==> src/rtl/cpu_pkg.sv <==
// Shared CPU constants and the fetch payload carried from fetch to decode.
package cpu_pkg;

  localparam int unsigned ADDR_W = 8;
  localparam int unsigned DATA_W = 32;

  localparam logic [DATA_W-1:0] HALT_WORD = 32'hFFFF_FFFF;

  typedef struct packed {
    logic [DATA_W-1:0] instr;
    logic [ADDR_W-1:0] pc;
  } fetch_entry_t;

endpackage

==> src/rtl/fetch_fifo.sv <==
// Small synchronous FIFO of fetched {instr, pc} entries; flush empties it in one edge.
module fetch_fifo
  import cpu_pkg::*;
#(
  parameter int unsigned DEPTH = 2
) (
  input  logic                   clk,
  input  logic                   rst,
  input  logic                   flush,
  input  logic                   push,
  input  fetch_entry_t           push_data,
  input  logic                   pop,
  output fetch_entry_t           head,
  output logic [$clog2(DEPTH):0] count
);

  localparam int unsigned PTR_W = $clog2(DEPTH);
  localparam int unsigned CNT_W = PTR_W + 1;

  fetch_entry_t           mem [DEPTH];
  logic [PTR_W-1:0]       wr_ptr;
  logic [PTR_W-1:0]       rd_ptr;

  always_ff @(posedge clk) begin
    if (push) begin
      mem[wr_ptr] <= push_data;
    end
  end

  always_ff @(posedge clk) begin
    if (rst || flush) begin
      wr_ptr <= '0;
      rd_ptr <= '0;
      count  <= '0;
    end else begin
      if (push) begin
        wr_ptr <= wr_ptr + PTR_W'(1);
      end
      if (pop) begin
        rd_ptr <= rd_ptr + PTR_W'(1);
      end
      case ({push, pop})
        2'b10:   count <= count + CNT_W'(1);
        2'b01:   count <= count - CNT_W'(1);
        default: count <= count;
      endcase
    end
  end

  // Empty FIFO presents zeros so decode never sees stale storage.
  always_comb begin
    head = '0;
    if (count != '0) begin
      head = mem[rd_ptr];
    end
  end

endmodule

==> src/rtl/instruction_fetch.sv <==
// Fetch stage: owns pc, issues credit-limited reads, buffers tagged words for decode.
// Optional halt-on-HALT_WORD behaviour is enabled by defining FETCH_HALT_EN.
module instruction_fetch
  import cpu_pkg::*;
#(
  parameter int unsigned       BUF_DEPTH = 2,
  parameter logic [ADDR_W-1:0] RESET_PC  = '0
) (
  input  logic              clk,
  input  logic              rst,
  output logic [ADDR_W-1:0] mem_address,
  output logic              mem_read,
  input  logic [DATA_W-1:0] read_data,
  input  logic              redirect,
  input  logic [ADDR_W-1:0] redirect_pc,
  output logic [DATA_W-1:0] instr,
  output logic [ADDR_W-1:0] instr_pc,
  output logic              instr_valid,
  input  logic              instr_ready,
  output logic              halted
);

  localparam int unsigned CNT_W = $clog2(BUF_DEPTH) + 1;
  localparam int unsigned OCC_W = CNT_W + 1;

  logic [ADDR_W-1:0] pc;
  logic [ADDR_W-1:0] req_pc;
  logic              pending;
  logic              halted_q;
  logic [CNT_W-1:0]  count;
  logic [OCC_W-1:0]  occupancy;
  logic              pop;
  logic              push;
  logic              issue;
  logic              halt_hit;
  fetch_entry_t      push_entry;
  fetch_entry_t      head;

  // Credit: buffered + in-flight - leaving this cycle must stay below capacity.
  always_comb begin
    pop              = instr_valid & instr_ready;
    occupancy        = OCC_W'(count) + OCC_W'(pending) - OCC_W'(pop);
    issue            = !rst && !redirect && !halted_q && (occupancy < OCC_W'(BUF_DEPTH));
    push             = pending && !rst && !redirect && !halted_q;
    push_entry.instr = read_data;
    push_entry.pc    = req_pc;
  end

`ifdef FETCH_HALT_EN
  assign halt_hit = push && (read_data == HALT_WORD);
`else
  assign halt_hit = 1'b0;
`endif

  always_ff @(posedge clk) begin
    if (rst) begin
      pc      <= RESET_PC;
      req_pc  <= '0;
      pending <= 1'b0;
    end else if (redirect) begin
      pc      <= redirect_pc;
      pending <= 1'b0;
    end else begin
      pending <= issue;
      if (issue) begin
        pc     <= pc + ADDR_W'(1);
        req_pc <= pc;
      end
    end
  end

  always_ff @(posedge clk) begin
    if (rst || redirect) begin
      halted_q <= 1'b0;
    end else if (halt_hit) begin
      halted_q <= 1'b1;
    end
  end

  fetch_fifo #(
    .DEPTH (BUF_DEPTH)
  ) u_fifo (
    .clk       (clk),
    .rst       (rst),
    .flush     (redirect),
    .push      (push),
    .push_data (push_entry),
    .pop       (pop),
    .head      (head),
    .count     (count)
  );

  assign mem_address = pc;
  assign mem_read    = issue;
  assign instr_valid = (count != '0);
  assign instr       = head.instr;
  assign instr_pc    = head.pc;
  assign halted      = halted_q;

endmodule

==> config.mk <==
export PLATFORM = sky130hd
export DESIGN_NAME = instruction_fetch
export DESIGN_NICKNAME = d
export VERILOG_FILES = /design/src/rtl/cpu_pkg.sv /design/src/rtl/fetch_fifo.sv /design/src/rtl/instruction_fetch.sv
export SDC_FILE = /design/constraint.sdc
export NUM_CORES = 1
export LEC_CHECK = 0
export CORE_MARGIN = 10
export CORE_UTILIZATION = 55
export CTS_BUF_LIST = sky130_fd_sc_hd__clkbuf_8
export DETAILED_ROUTE_END_ITERATION = 8
export HOLD_SLACK_MARGIN = 0.03
export MAX_ROUTING_LAYER = met4
export PLACE_DENSITY = 0.9
export SYNTH_ARGS = -nofsm -noshare
export SYNTH_HDL_FRONTEND = slang
export SYNTH_HIERARCHICAL = 1
export SYNTH_SLANG_ARGS = --single-unit
==> constraint.sdc <==
create_clock -name clk -period 8.18 [get_ports clk]
set_input_delay 0.818 -clock clk [delete_from_list [all_inputs] [get_ports clk]]
set_output_delay 0.818 -clock clk [all_outputs]
set_load 0.03 [all_outputs]
==> out/results.txt <==
Outcome = completed
Number of H-tree levels = 3
Flops & latches, synth = 102
TritonCTS clock tree = yes
Input/output buffers = 93
Logic pwr share = 7.3%
Vias/cell = 5.10
Largest net degree at the start of global routing = 41
Setup violations, final = 0
Tot GR Track Use = 14.4%
NetSw = 196 µW
Storage element area = 2840 µm²
DR iter-0 viols = 122
Setup crit start kind = primary input
Final wirelength = 7.99 mm
Critical-path maximum fanout = 12
Post-Syn Instances = 288
First-pass GRT wire length = 12.7 mm
Int Power = 771 µW
Layout Nets = 426
I/O pin total = 95
PD cells = 183 nW/µm²
CTS Buffer Depth = 2
Core area = 7210 µm²
Worst EP required = 7.36 ns
Syn Nets = 336
VDD IR max = 0.0866 mV
Initial core utilization = 56.4%
Sink Count = 102
Reg2reg end = mem_address[7]$_SDFFE_PP0P_
Hold_sp = req_pc[7]$_SDFFE_PP0P_
Share of the yosys chip area belonging to registers = 69.9%
Critical path class = primary input to output port
Asr flop ratio synth = 0%
Worst reg2reg path depth = 9
DRC violations left = 0
CTS clk-pin slew, worst paths = 0.08 ns
Post-route clock period utilization = 56.2%
Mapped Area = 4070 µm²
Die width = 106 µm
Worst EP arrival = 3.78 ns
Sw Ratio = 20.3%
Clk_lat worst skew = 0.34 ns
Die H = 106 µm
Hold Crit Endpoint = u_fifo/mem[0][7]$_DFFE_PP_
WL per Instance = 16.6 µm
Pre-Repair DR Iteration Count = 4
Post-DP HPWL = 5.43 mm
Slew Limit Fails = 0
RSZ-0062 raised after global routing = false
Max-Cap Viols = 0
Period minus WS final = 4.60 ns
Layout area overhead = 29.9%
Hold Path Class = flip-flop to flip-flop
Setup crit end kind = output port
CTS Root Cell = clkbuf_8
Fin Clk Skew = 0.00813 ns
Area of the multi-input gates = 1140 µm²
ANT cells = 0
Worst-Margin Slew = 1.16 ns
CTS Buf Count = 9
Hold depth = 0
Antenna violation net count after detailed routing = 0
Flop2flop setup slack = 5.05 ns
Initial antenna violation count = 0
Final Hold Vio Count = 0
CTS resizes = 0
Reg2reg start = u_fifo/count[1]$_SDFFE_PP0P_
GPL Wtd Cong = 0.861
Leak = 0.00180 µW
Fmax = 217 MHz
Syn_area_per_cell = 14.1 µm²
Share of post-route cells with drive strength above 1 = 5.22%
Slew margin rel. = 22.3%
Vias = 2,457
Die area = 11,200 µm²
Post-CTS setup buffer count = 0
Total congestion overflow = 0
Rows = 31
# fillers = 472
Post-CTS Hold Buffers = 0
Vias in the first global route = 2,468
Final Core Density = 73.3%
Reg power frac = 59.2%
EDFF count, synth = 80
Ys Warns = 6
Setup_tns = 0 ns
Synth unique cells = 33
Synth Flop Type = edfxtp_1
Clk pwr share = 33.5%
-- cell families after synthesis --
family | count (synthesis) | share of synthesized area [%]
flops | 102 | 69.9
simple gates | 79 | 8.70
other cells | 1 | 0.0922
xor+xnor | 11 | 2.55
compound gates | 18 | 2.95
fa+ha+maj | 4 | 1.41
mux | 48 | 11.8
buf+inv | 25 | 2.61
-- stage by stage --
stage | total power [µW] | hold WS (ns) | area (µm²) | setup slack [ns] | instances
finish | 967 | 0.461 | 5290 | 3.58 | 482
global route | 997 | 0.480 | 5290 | 3.43 | 482
CTS | 972 | 0.463 | 5290 | 3.57 | 482
detailed placement | 655 | 0.443 | 5080 | 3.60 | 466
global placement | 652 | 0.437 | 5080 | 3.69 | 466
floorplan | 617 | 0.425 | 4070 | 4.68 | 288
-- registers in the layout, indices dropped and copies added, names as in the netlist, named ones only --
name and flops:
req_pc 8, u_fifo/mem 80, u_fifo/rd_ptr 1, pending 1, u_fifo/wr_ptr 1, u_fifo/count 2, mem_address 8
-- power groups by stage --
stage,clock (µW),sequential (µW),combinational (µW)
2_1_floorplan,0,588,28.2
6_report,324,572,70.9
4_1_cts,328,572,71.7
5_1_grt,348,573,76.2
3_3_place_gp,0,584,68.6
3_5_place_dp,0,584,71.2
-- worst max-delay path: stages --
cell	delay, ns
clkdlybuf4s50_1	0.44
and2_1	0.18
ha_1	0.25
nand2b_1	0.15
fa_1	0.43
xnor2_2	0.30
nand3_2	0.35
inv_1	0.16
clkdlybuf4s50_1	0.69
-- how the worst max path moves through the flow --
stage	start	to	slack, ns	depth (start not counted)
global placement	instr_ready	mem_read	3.69	9
detailed placement	instr_ready	mem_read	3.60	9
global route	instr_ready	mem_read	3.43	9
finish	instr_ready	mem_read	3.58	9
floorplan	redirect	u_fifo/mem[0][0]$_DFFE_PP_	4.68	5
CTS	instr_ready	mem_read	3.57	9
-- Yosys cell counts (2+ instances only) --
cell type / instances / area (µm²)
edfxtp_1: 80 / 2400
nor2_1: 52 / 195
mux2i_1: 48 / 480
dfxtp_1: 22 / 440
inv_1: 10 / 37.5
clkbuf_1: 8 / 30.0
a21oi_1: 6 / 30.0
nor3_1: 6 / 30.0
xnor2_1: 6 / 52.6
nand2_1: 5 / 18.8
o21a_1: 5 / 37.5
and2_1: 4 / 25.0
buf_2: 4 / 20.0
xor2_1: 4 / 35.0
ha_1: 3 / 37.5
nand4_1: 3 / 18.8
a211oi_1: 2 / 15.0
and3_1: 2 / 12.5
buf_4: 2 / 15.0
o21ai_0: 2 / 10.0
or3_1: 2 / 12.5
-- layer usage --
metal	global-route usage, %	part of all wire (%)	wire length (µm)	vias to the layer above
li1	-	-	-	1207
met1	17.8	44	3540	1168
met2	23.4	49	3900	73
met3	3.62	5.8	463	9
met4	3.77	0.96	77	0
met5	-	0	0	-
-- final cells by class --
type                            instances  area share [%]
Clock buffer                            9            2.34
Clock inverter                          7            1.56
Inverter                               10           0.710
Multi-Input combinational cell        161            21.5
Sequential cell                       102            53.8
Tap cell                               99            2.34
Timing Repair Buffer                   94            17.8
-- cell usage in the layout (no fill, tap or decap), drive strengths merged, types with 3 or more instances in the layout --
cell type / n
nor3: 6
ha: 3
xor2: 4
o21a: 5
a21oi: 6
xnor2: 7
dfxtp: 22
clkdlybuf4s50: 93
mux2i: 48
nor2: 52
and2: 4
nand2: 5
nand4: 3
inv: 13
edfxtp: 80
clkbuf: 9
(Power assumes the default switching activity.)
